<file path="src/rtl/pac_move_ctrl.sv">
// Pac-Man sprite movement sequencer: buffered turns against maze walls,
// tunnel wrap on x, clamp on y, and mouth animation, paced by frame ticks.
module pac_move_ctrl #(
   parameter int unsigned X_START   = 320,
   parameter int unsigned Y_START   = 240,
   parameter int unsigned STEP      = 2,
   parameter int unsigned MOVE_DIV  = 1,
   parameter int unsigned MOUTH_DIV = 8,
   parameter int unsigned X_MIN     = 16,
   parameter int unsigned X_MAX     = 624,
   parameter int unsigned Y_MIN     = 16,
   parameter int unsigned Y_MAX     = 464
) (
   input  logic        clock,
   input  logic        reset,
   input  logic        frame_tick,
   input  logic        btn_up,
   input  logic        btn_left,
   input  logic        btn_down,
   input  logic        btn_right,
   input  logic        wall_up,
   input  logic        wall_left,
   input  logic        wall_down,
   input  logic        wall_right,
   output logic [31:0] pos1,
   output logic [31:0] pos2,
   output logic        up,
   output logic        left,
   output logic        down,
   output logic        right,
   output logic        moving,
   output logic        moved
);

   typedef enum logic {ST_STOP, ST_MOVING} state_e;

   localparam logic [1:0]  D_RIGHT = 2'd0;
   localparam logic [1:0]  D_UP    = 2'd1;
   localparam logic [1:0]  D_LEFT  = 2'd2;
   localparam logic [1:0]  D_DOWN  = 2'd3;

   localparam logic [31:0] STEP_W     = 32'(STEP);
   localparam logic [31:0] X_MIN_W    = 32'(X_MIN);
   localparam logic [31:0] X_MAX_W    = 32'(X_MAX);
   localparam logic [31:0] Y_MIN_W    = 32'(Y_MIN);
   localparam logic [31:0] Y_MAX_W    = 32'(Y_MAX);
   localparam logic [31:0] MOVE_LAST  = 32'(MOVE_DIV - 1);
   localparam logic [31:0] MOUTH_LAST = 32'(MOUTH_DIV - 1);

   state_e      state_q, state_d;
   logic [31:0] pos1_q, pos1_d;
   logic [31:0] pos2_q, pos2_d;
   logic [1:0]  dir_q, dir_d;
   logic        req_valid_q, req_valid_d;
   logic [1:0]  req_dir_q, req_dir_d;
   logic [31:0] move_cnt_q, move_cnt_d;
   logic [31:0] mouth_cnt_q, mouth_cnt_d;
   logic        mouth_open_q, mouth_open_d;
   logic        moved_q, moved_d;
   logic [3:0]  wedge_q, wedge_d;

   logic [3:0]  wall_v;
   logic        step;
   logic        sel_req;
   logic        sel_keep;
   logic        clamp;
   logic [1:0]  move_dir;

   assign wall_v   = {wall_down, wall_left, wall_up, wall_right};
   assign step     = frame_tick && (move_cnt_q == MOVE_LAST);
   assign sel_req  = step && req_valid_q && !wall_v[req_dir_q];
   assign sel_keep = step && !sel_req && (state_q == ST_MOVING)
                     && !wall_v[dir_q];
   assign move_dir = sel_req ? req_dir_q : dir_q;

   always_ff @(posedge clock) begin
      if (reset) state_q <= ST_STOP;
      else       state_q <= state_d;
   end

   always_comb begin
      state_d = state_q;
      unique case (state_q)
         ST_STOP: begin
            if (sel_req && !clamp) state_d = ST_MOVING;
         end
         ST_MOVING: begin
            if (step && (!(sel_req || sel_keep) || clamp))
               state_d = ST_STOP;
         end
         default: state_d = ST_STOP;
      endcase
   end

   always_comb begin
      pos1_d      = pos1_q;
      pos2_d      = pos2_q;
      dir_d       = dir_q;
      req_valid_d = req_valid_q;
      req_dir_d   = req_dir_q;
      move_cnt_d  = move_cnt_q;
      mouth_cnt_d = mouth_cnt_q;
      mouth_open_d = mouth_open_q;
      clamp       = 1'b0;

      if (frame_tick)
         move_cnt_d = step ? 32'd0 : move_cnt_q + 32'd1;

      if (sel_req) begin
         dir_d       = req_dir_q;
         req_valid_d = 1'b0;
      end

      // Compare before subtracting so edge positions never underflow.
      if (sel_req || sel_keep) begin
         unique case (move_dir)
            D_RIGHT: pos1_d = (pos1_q + STEP_W > X_MAX_W) ?
                              X_MIN_W : pos1_q + STEP_W;
            D_LEFT:  pos1_d = (pos1_q < X_MIN_W + STEP_W) ?
                              X_MAX_W : pos1_q - STEP_W;
            D_UP: begin
               if (pos2_q < Y_MIN_W + STEP_W) begin
                  pos2_d = Y_MIN_W;
                  clamp  = 1'b1;
               end else begin
                  pos2_d = pos2_q - STEP_W;
               end
            end
            D_DOWN: begin
               if (pos2_q + STEP_W > Y_MAX_W) begin
                  pos2_d = Y_MAX_W;
                  clamp  = 1'b1;
               end else begin
                  pos2_d = pos2_q + STEP_W;
               end
            end
            default: ;
         endcase
      end

      if (btn_up) begin
         req_valid_d = 1'b1;
         req_dir_d   = D_UP;
      end else if (btn_down) begin
         req_valid_d = 1'b1;
         req_dir_d   = D_DOWN;
      end else if (btn_left) begin
         req_valid_d = 1'b1;
         req_dir_d   = D_LEFT;
      end else if (btn_right) begin
         req_valid_d = 1'b1;
         req_dir_d   = D_RIGHT;
      end

      if (state_d == ST_STOP) begin
         mouth_open_d = 1'b1;
         mouth_cnt_d  = 32'd0;
      end else if (state_q == ST_MOVING && frame_tick) begin
         if (mouth_cnt_q == MOUTH_LAST) begin
            mouth_cnt_d  = 32'd0;
            mouth_open_d = !mouth_open_q;
         end else begin
            mouth_cnt_d = mouth_cnt_q + 32'd1;
         end
      end

      moved_d = (pos1_d != pos1_q) || (pos2_d != pos2_q);
      wedge_d = mouth_open_d ? (4'b0001 << dir_d) : 4'b0000;
   end

   always_ff @(posedge clock) begin
      if (reset) begin
         pos1_q       <= 32'(X_START);
         pos2_q       <= 32'(Y_START);
         dir_q        <= D_LEFT;
         req_valid_q  <= 1'b0;
         req_dir_q    <= D_LEFT;
         move_cnt_q   <= 32'd0;
         mouth_cnt_q  <= 32'd0;
         mouth_open_q <= 1'b1;
         moved_q      <= 1'b0;
         wedge_q      <= 4'b0100;
      end else begin
         pos1_q       <= pos1_d;
         pos2_q       <= pos2_d;
         dir_q        <= dir_d;
         req_valid_q  <= req_valid_d;
         req_dir_q    <= req_dir_d;
         move_cnt_q   <= move_cnt_d;
         mouth_cnt_q  <= mouth_cnt_d;
         mouth_open_q <= mouth_open_d;
         moved_q      <= moved_d;
         wedge_q      <= wedge_d;
      end
   end

   always_comb begin
      pos1   = pos1_q;
      pos2   = pos2_q;
      right  = wedge_q[0];
      up     = wedge_q[1];
      left   = wedge_q[2];
      down   = wedge_q[3];
      moving = (state_q == ST_MOVING);
      moved  = moved_q;
   end

endmodule

</file>
<file path="config.mk">
export PLATFORM = sky130hd
export DESIGN_NAME = pac_move_ctrl
export DESIGN_NICKNAME = d
export VERILOG_FILES = /design/src/rtl/pac_move_ctrl.sv
export SDC_FILE = /design/constraint.sdc
export NUM_CORES = 1
export LEC_CHECK = 0
export CORE_UTILIZATION = 55
export CTS_CLUSTER_DIAMETER = 200
export DETAILED_ROUTE_END_ITERATION = 8
export GPL_ROUTABILITY_DRIVEN = 0
export HOLD_SLACK_MARGIN = 0.1
export PLACE_DENSITY_LB_ADDON = 0.25
export SYNTH_ARGS = -nofsm -noshare
export SYNTH_HDL_FRONTEND = slang
export SYNTH_SLANG_ARGS = --single-unit
export TNS_END_PERCENT = 1
</file>
<file path="constraint.sdc">
create_clock -name clock -period 4.6 [get_ports clock]
set_clock_uncertainty 0.05 [all_clocks]
set_input_delay 0.46 -clock clock [delete_from_list [all_inputs] [get_ports clock]]
set_output_delay 0.46 -clock clock [all_outputs]
set_load 0.005 [all_outputs]
</file>
Word-level counts from Yosys, hierarchy flattened --
Index checks and enable logic that the tools add are counted.
Storage, ports and cells: bits in registers 140, word-level logic and storage cells 93
Operators by class: add/sub/neg operators 6, magnitude comparators 6, equal/unequal tests 6, shift-type cells 1, muxes and demuxes 35, bitwise logic cells 3, reduce and logical (&&, ||, !) cells 24
Operator list (number):
- $mux 32 | 8
- $pmux 32 s2 | 2
- $add 32x1->32 const B | 2
- $add 32x2->32 const B | 2
- $lt 32x5->1 const B | 2
- $ne 32x32->1 | 2
- $sub 32x2->32 const B | 2
- $eq 32x3->1 const B | 1
- $gt 32x10->1 const B | 1
- $gt 32x9->1 const B | 1
- $logic_not 32->1 | 1
- $mux 1 | 15
- $mux 2 | 5
- $logic_and 1x1->1 | 9
- $logic_not 1->1 | 6
- $lt 2x3->1 const B | 2
- $reduce_bool 5->1 | 1
- $bmux 1 s2 | 2
- $eq 2x2->1 const B | 2
- $pmux 1 s2 | 2
- $reduce_bool 4->1 | 1
- $reduce_or 2->1 | 2
- $shl 1x2->4 const A | 1
- $logic_or 1x1->1 | 3
- 4 further kinds | 6

Longest topological paths before layout --
Gate-level depths: netlist (run 1).
depth after elaboration 17, mapped depth 17, depth with buffers taken out 13

Worst setup path before layout (run 1) --
No wires, ideal clock.
path kind reg-to-reg, start register pos2_q[1] (netlist: pos2[1]), end register mouth_cnt_q[14], setup time 0.064 ns, arrival time 3.688 ns, required time 4.486 ns, path slack 0.798 ns, cell stages (with the launch flop) 18, path buffers 5, clock period less this slack 3.802 ns, cells stage by stage dfxtp_1 -> ha_1 -> clkbuf_1 -> and3_1 -> and4_1 -> clkbuf_1 -> nand3_1 -> xnor2_1 -> nor4_4 -> a41oi_4 -> or2_1 -> buf_6 -> nor3b_2 -> a21oi_1 -> or3_1 -> buf_6 -> buf_12 -> nor2_4
Between the ends: longest elaborated chain between the ends 11, elaborated cells on any way between the ends 16
Ends and longest elaborated chain:
- start: declaration | line 52 | logic [31:0] pos2_q, pos2_d;
- start signal: assignment | line 174 | pos2_q <= 32'(Y_START);
- start signal: assignment | line 185 | pos2_q <= pos2_d;
- $add 32x2->32 | line 130 | if (pos2_q + STEP_W > Y_MAX_W) begin
- $gt 32x9->1 | line 130
- $mux 1 | line 130
- $pmux 1 s2 (*) | line 116 | unique case (move_dir)
- $mux 1 (*) | line 115 | if (sel_req || sel_keep) begin
- $logic_or 1x1->1 / $logic_not 1->1 (equally long branches) | line 88, 85
- $logic_and 1x1->1, on equally long branches | line 88, 85
- $mux 1, on equally long branches | line 88, 85
- $pmux 1 s2 (*) | line 83 | unique case (state_q)
- $not 1->1 (no source line) (*)
- $reduce_or 2->1 (no source line) (*)
- end signal: assignment | line 190 | mouth_cnt_q <= mouth_cnt_d;
- end: declaration | line 57 | logic [31:0] mouth_cnt_q, mouth_cnt_d;
Mark *: on every way between the ends. The rest lies on a longest branch, timed or not. A chain may end at the register's enable or synchronous reset.

Final worst setup path (run 1) --
start register pos1_q[2] (netlist: pos1[2]), end register moved_q (netlist: moved)
Between the ends: longest elaborated chain between the ends 7, elaborated cells on any way between the ends 10
Ends and longest elaborated chain:
- start: declaration | line 51 | logic [31:0] pos1_q, pos1_d;
- start signal: assignment | line 173 | pos1_q <= 32'(X_START);
- start signal: assignment | line 184 | pos1_q <= pos1_d;
- $add 32x2->32 | line 117, 118
- $gt 32x10->1 | line 117 | D_RIGHT: pos1_d = (pos1_q + STEP_W > X_MAX_W) ?
- $mux 32 | line 117
- $pmux 32 s2 | line 116
- $mux 32 | line 115
- $ne 32x32->1 (*) | line 167 | moved_d = (pos1_d != pos1_q) || (pos2_d != pos2_q);
- $logic_or 1x1->1 (*) | line 167
- end signal: assignment | line 192 | moved_q <= moved_d;
- end: declaration | line 59 | logic moved_q, moved_d;
Marks and branches as above.

==> results of run 1 <==
## cell usage in the layout (no fill, tap or decap), types with 8 or more instances in the layout
cell type | netlist | layout
o22ai_1 | 14 | 14
nand2_1 | 134 | 134
nor3_1 | 55 | 55
xnor2_1 | 41 | 41
dfxtp_1 | 140 | 140
a221oi_1 | 9 | 9
nor2_4 | 30 | 30
or4_1 | 16 | 16
or3_1 | 27 | 26
clkdlybuf4s50_1 | 0 | 79
nor2b_1 | 11 | 11
o21ai_0 | 66 | 66
a31oi_1 | 20 | 20
a211oi_1 | 23 | 22
buf_4 | 0 | 94
mux2i_1 | 17 | 17
nor4_1 | 37 | 36
nand3_1 | 64 | 64
a21oi_1 | 85 | 85
o31ai_1 | 9 | 9
xor2_1 | 51 | 51
a22oi_1 | 8 | 8
inv_1 | 34 | 34
nor2_1 | 173 | 173
ha_1 | 8 | 8
clkbuf_16 | 0 | 17
and3_1 | 27 | 27
and2_1 | 17 | 17
mux2_2 | 8 | 8
nand2b_1 | 15 | 15
nor3b_1 | 8 | 8
and4_1 | 13 | 13
nand4_1 | 54 | 54
o211ai_1 | 12 | 12
## worst min-delay path, cell delays in order, from the launching register on
cell and delay (ns):
dfxtp_1 0.33, nand2_1 0.06, a21oi_1 0.05
## area by class of cell
| cell class | count | area (sq um) | share of cell area [%] |
|---|---|---|---|
| multi-input combinational | 1217 | 7856 | 59.20 |
| tap | 270 | 337.8 | 2.546 |
| clock inverter | 14 | 175.2 | 1.320 |
| timing repair buffer | 176 | 1541 | 11.62 |
| clock buffer | 18 | 429.2 | 3.234 |
| inverter | 34 | 127.6 | 0.9617 |
| sequential | 140 | 2803 | 21.12 |
## stage by stage
step                hold slack, ns  area (sq um)  instances  total power [uW]  utilization, %
floorplan                   0.4026         11300       1507              1656               -
global placement            0.4146         12650       1837              1851           62.72
detailed placement          0.4189         12650       1837              1855           62.72
CTS                         0.4285         13250       1869              3282           65.71
global route                0.4601         13270       1869              3394           65.79
finish                      0.4279         13270       1869              3301           65.79
## power by group through the flow
| stage | sequential [uW] | clock [uW] | combinational (uW) |
|---|---|---|---|
| 5_1_grt | 1270 | 1500 | 623 |
| 4_1_cts | 1270 | 1450 | 566 |
| 2_1_floorplan | 1280 | 0 | 379 |
| 6_report | 1270 | 1440 | 590 |
| 3_3_place_gp | 1290 | 0 | 559 |
| 3_5_place_dp | 1290 | 0 | 562 |
## what timing repair did
item / in CTS / in global routing
gates resized for setup: 0 / 3
hold endpoints to repair: 0 / 0
endpoints found under the setup margin: 0 / 1
## cells by family after synthesis
logic type / Yosys count / synth area share, %
DFF: 140 / 24.81
buffers and inverters: 150 / 5.914
muxes: 27 / 2.636
AOI/OAI and AO/OA: 356 / 21.81
adders and majority gates: 8 / 0.8861
xor gates and xnor gates: 92 / 7.133
and+or+nand+nor: 734 / 36.81
## sequential cells by signal, indices dropped and copies added (netlist names), 2 cells and up
name and flops:
dir_q 2, req_dir_q 2, pos1 32, pos2 32, wedge_q 4, move_cnt_q 32
mouth_cnt_q 32
## metal layers
| metal | up-vias | share of wire, % | GRT usage [%] |
|---|---|---|---|
| li1 | 5750 | - | - |
| met4 | 0 | 4.9 | 18.37 |
| met5 | - | 0 | 0 |
| met1 | 5771 | 40 | 47.43 |
| met2 | 915 | 43 | 53.89 |
| met3 | 213 | 12 | 9.780 |
## how the worst min path moves through the flow
stage | startpoint | to | slack (ns) | cells past startpoint
6_report | mouth_cnt_q[1]$_SDFFE_PP0P_ | mouth_cnt_q[1]$_SDFFE_PP0P_ | 0.43 | 2
5_1_grt | mouth_cnt_q[1]$_SDFFE_PP0P_ | mouth_cnt_q[1]$_SDFFE_PP0P_ | 0.46 | 2
4_1_cts | mouth_cnt_q[1]$_SDFFE_PP0P_ | mouth_cnt_q[1]$_SDFFE_PP0P_ | 0.43 | 2
3_5_place_dp | mouth_cnt_q[1]$_SDFFE_PP0P_ | mouth_cnt_q[1]$_SDFFE_PP0P_ | 0.42 | 2
3_3_place_gp | mouth_cnt_q[1]$_SDFFE_PP0P_ | mouth_cnt_q[1]$_SDFFE_PP0P_ | 0.41 | 2
2_1_floorplan | mouth_cnt_q[1]$_SDFFE_PP0P_ | mouth_cnt_q[1]$_SDFFE_PP0P_ | 0.40 | 2
==> results_dict.tcl, run 1 <==
set metrics [dict create \
    timing.final.crit_period_ns 4.451 \
    synth-edff-count 0 \
    synth_common_cells "173 x nor2_1, 140 x dfxtp_1, 134 x nand2_1" \
    arrival_ns 4.70 \
    dr.pass1.iters 9 \
    p_switching_uw 1023 \
    powerDensity_nw_per_um2 248.7 \
    seqPwrFrac_pct 38.4 \
    synth_top_area_share_pct 24.81 \
    cp_slowest_cell "or4_1" \
    drc 4 \
    hold_buffers 0 \
    rr_endpoint "moved$_SDFF_PP0_" \
    n_fill_cell 1747 \
    finalCritPeriodShare_pct 96.75 \
    p_leak_uw 0.004543 \
    antenna_found_initial 1 \
    ios 81 \
    grt.total_usage_pct 36.00 \
    cts_setup_buffers 0 \
    syn_nets 1526 \
    ant_nets 0 \
    clockRootBuffer "clkbuf_16" \
    grt_pass1_wl_mm 61.52 \
    clkPwrFrac_pct 43.7 \
    cts.sinks 140 \
    cts_buffers 17 \
    worst_slew_pin_slew_ns 0.9535 \
    p_int_uw 2278 \
    drv_cap 0 \
    worstSetupPathType "flip-flop to flip-flop" \
    nNetsFinal 1605 \
    cpLargestDelayFamily "simple AND/OR/NAND/NOR gates" \
    failed_checks "DRC" \
    dp_hpwl_mm 27.25 \
    rr_worst_depth 13 \
    async_reset_ff_share_pct 0 \
    critPathCaptureType "flip-flop" \
    timing.slew.headroom_pct 34.79 \
    wl_per_cell_um 20.42 \
    p_comb_share_pct 17.9 \
    setup_viol 0 \
    grt_max_degree 54 \
    start_kind "flip-flop" \
    synthesis.area_sq_um 11300 \
    grt_pass1_vias 11620 \
    synth-seq-cells 140 \
    overflow 0 \
    cts_tree "done" \
    synth_area_leaders "dfxtp_1 25%, nor2_1 5.7%, nand2_1 4.5%, xor2_1 4.0%, a21oi_1 3.8%" \
    area.growth.synth_to_final_pct 17.47 \
    die_w_um 145.3 \
    n_antenna_cell 0 \
    ys_warn_count 0 \
    via_per_inst 6.768 \
    tns_ns 0 \
    synth_area_leader_cell "dfxtp_1" \
    crit-reg2reg-launch "pos1[2]$_SDFF_PP0_" \
    path_clk_slew_ns 0.07 \
    fmax_mhz 224.7 \
    clock_path_buffers 2 \
    peakVddDrop_v 0.0002091 \
    cp_cell_sequence "ha_1, nand4_1, nor3_2, buf_4, nand4_1, mux2i_1, o21a_1, or4_1, o21ai_2, a211oi_1, a2111o_1, nor4_1, a31oi_1" \
    status "finished with violations" \
    row_count 52 \
    startpoint "pos1[2]$_SDFF_PP0_" \
    critPathMostFrequentCell "nand4_1" \
    drt_iter0_markers 1779 \
    die-area_sq_um 21120 \
    start_util_pct 56.01 \
    path_depth 13 \
    ys.flop_type "dfxtp_1" \
    htreeDepth 4 \
    slowest_delay_ns 0.82 \
    r2r_slack_ns 0.15 \
    hp-class "flip-flop to flip-flop" \
    rsz0062_at_grt "false" \
    synth_most_common_cell "nor2_1" \
    fin_ws_ns 0.1494 \
    p_sw_share_pct 30.98 \
    layout-drive-gt1-share_pct 13.88 \
    path_buf_inv 1 \
    fp.coreArea_sq_um 20170 \
    portBuffers 80 \
    final_max_slew_viol_count 0 \
    path_max_fanout 14 \
    synthDistinctLibCells 99 \
    hold_violations 0 \
    die_h_um 145.3 \
    routed_wl_mm 38.17 \
    cp.required_ns 4.85 \
    clk_latency_ns 0.45 \
    ys_seq_area_share_pct 24.81 \
    vias 12650 \
    critPathCapture "moved$_SDFF_PP0_" \
    synth_area_per_cell_sq_um 7.496 \
    place_ws_ns 0.1688 \
    synthCells 1507 \
]
No activity file was read; power rests on OpenSTA's default activity.
==> inputs of run 2 (changes only) <==
GPL_TIMING_DRIVEN = 0   (was unset)
==> run 2 against run 1 <==
Net effect:
- the run ends with DRC, setup timing left
- final cell count is 1.1% higher
- first-iteration DRC count up 14%
- power up 1.2%
- non-clock buffer count grew 20
- critical endpoint unchanged
- highest routed layer unchanged
==> results_dict.tcl, run 2 (synthesis gave the netlist of run 1 again) <==
set metrics [dict create \
    fin_util_pct 64.99 \
    drc 18 \
    area.growth.synth_to_final_pct 16.03 \
    die_w_um 145.3 \
    cp_cell_sequence "buf_2, nand4_1, or2_1, buf_2, o21ai_2, nand3_2, nor4_4, a41oi_4, o311a_1, a31oi_1, nand4b_1, nor4_1, a31oi_1" \
    final_max_slew_viol_count 0 \
    setup_viol 31 \
    row_count 52 \
    clockRootBuffer "clkbuf_16" \
    instances_no_fill 1889 \
    critPathCaptureType "flip-flop" \
    die_h_um 145.3 \
    via_per_inst 6.979 \
    fp.coreArea_sq_um 20170 \
    start_kind "flip-flop" \
    final_cell_mix "169 x nor2_1, 140 x dfxtp_1, 134 x nand2_1, 85 x a21oi_1, 79 x clkdlybuf4s50_1" \
    grt_max_degree 17 \
    die-area_sq_um 21120 \
    drv_cap 0 \
    slowest_delay_ns 0.56 \
    grtUsageMet1_pct 49.18 \
    peakVddDrop_v 0.0002531 \
    vias 13180 \
    layout-drive-gt1-share_pct 10.19 \
    start_util_pct 56.01 \
    portBuffers 79 \
    n_fill_cell 1790 \
    cts.sinks 140 \
    use_met2_pct 53.94 \
    n_antenna_cell 0 \
    finalCritPeriodShare_pct 101.1 \
    fmax_mhz 215.0 \
    grt-busiest-layer "met2" \
    htreeDepth 4 \
    r2r_slack_ns -0.05 \
    rr_endpoint "moved$_SDFF_PP0_" \
    path_buf_inv 2 \
    hold_depth 2 \
    routed_wl_mm 40.93 \
    timing.slew.headroom_pct 29.13 \
    mostFrequentLayoutCell "nor2_1" \
    path_clk_slew_ns 0.07 \
    globalRouteMet3Util_pct 14.18 \
    failed_checks "DRC, setup timing" \
    drt_iter0_markers 2028 \
    cts_tree "done" \
    rsz0062_at_grt "true" \
    path_max_fanout 10 \
    place_ws_ns -0.4106 \
    whs_ns 0.4430 \
    cp_slowest_cell "nor4_4" \
    total_power_uw 3340 \
    clock_path_buffers 2 \
    powerDensity_nw_per_um2 254.8 \
    clk_latency_ns 0.45 \
    timing.final.crit_period_ns 4.651 \
    status "finished with violations" \
    grt.total_usage_pct 38.05 \
    overflow 0 \
    grt_pass1_vias 11800 \
    hp-class "flip-flop to flip-flop" \
    worstSetupPathType "flip-flop to flip-flop" \
    rr_worst_depth 13 \
    min_to "mouth_cnt_q[1]$_SDFFE_PP0P_" \
    hold_buffers 0 \
    cts_buffers 17 \
    cpLargestDelayFamily "simple AND/OR/NAND/NOR gates" \
    antenna_found_initial 0 \
    worstHoldStart "mouth_cnt_q[1]$_SDFFE_PP0P_" \
    nNetsFinal 1625 \
    place_inst 1856 \
    worst_slew_pin_slew_ns 1.055 \
    ant_nets 0 \
    dr.pass1.iters 9 \
    crit-reg2reg-launch "pos2[2]$_SDFF_PP0_" \
    fin_ws_ns -0.05097 \
    p_leak_uw 0.004340 \
    dp_hpwl_mm 28.70 \
    grt_pass1_wl_mm 63.87 \
    arrival_ns 4.87 \
    hold_violations 0 \
    ios 81 \
    wl_per_cell_um 21.67 \
    cp.required_ns 4.82 \
]
-- run 2: layout make-up --
| cell class | count | area (sq um) | share of cell area (%) |
|---|---|---|---|
| flip-flops and latches | 140 | 2803 | 21.38 |
| multi-input cells | 1217 | 7880 | 60.12 |
| inverters | 34 | 127.6 | 0.9736 |
| clock buffers | 17 | 425.4 | 3.246 |
| plain buffers | 115 | 540.5 | 4.124 |
| clock inverters | 15 | 177.7 | 1.355 |
| repair buffers | 81 | 815.8 | 6.224 |
| well taps | 270 | 337.8 | 2.577 |
-- run 2: power by group --
part | switching [uW] | leakage (uW) | internal, uW
Clock | 653 | 0.000293 | 822
Combinational | 413 | 0.00292 | 198
Sequential | 22.1 | 0.00113 | 1230
Total | 1090 | 0.00434 | 2250
-- run 2: worst reg2reg max path: stages (launching register included) --
cell and delay (ns):
dfxtp_1 0.38, buf_2 0.24, nand4_1 0.52, or2_1 0.41, buf_2 0.21, o21ai_2 0.17
nand3_2 0.10, nor4_4 0.56, a41oi_4 0.33, o311a_1 0.42, a31oi_1 0.51, nand4b_1 0.18
nor4_1 0.21, a31oi_1 0.19
-- run 2: what timing repair did --
| action | 4_1_cts | 5_1_grt |
|---|---|---|
| gates resized for setup | 3 | 14 |
| hold endpoints to repair | 0 | 0 |
| setup endpoints to repair | 40 | 53 |
| pin swaps | 0 | 4 |
| buffers inserted | 0 | 1 |
-- run 2: how the worst max path moves through the flow --
stage	to	start	slack, ns	depth (start not counted)
floorplan	mouth_cnt_q[14]$_SDFFE_PP0P_	pos2[1]$_SDFF_PP0_	0.80	17
global placement	moved$_SDFF_PP0_	frame_tick	-0.43	13
detailed placement	moved$_SDFF_PP0_	frame_tick	-0.41	13
CTS	moved$_SDFF_PP0_	pos1[2]$_SDFF_PP0_	0.06	13
global route	moved$_SDFF_PP0_	pos1[2]$_SDFF_PP0_	-0.09	14
finish	moved$_SDFF_PP0_	pos2[2]$_SDFF_PP0_	-0.05	13
-- run 2: per-layer routing --
layer  wire [um]  up-vias
met3        6135      343
met2       16330     1097
met4        2968        0
li1            -     5791
met5           0        -
met1       15500     5953
-- run 2: stage by stage --
step	cell area [sq um]	TNS, ns
6_report	13110	-0.3681
5_1_grt	13110	-0.3885
4_1_cts	13030	0
3_5_place_dp	12430	-2.721
3_3_place_gp	12430	-2.238
2_1_floorplan	11300	0
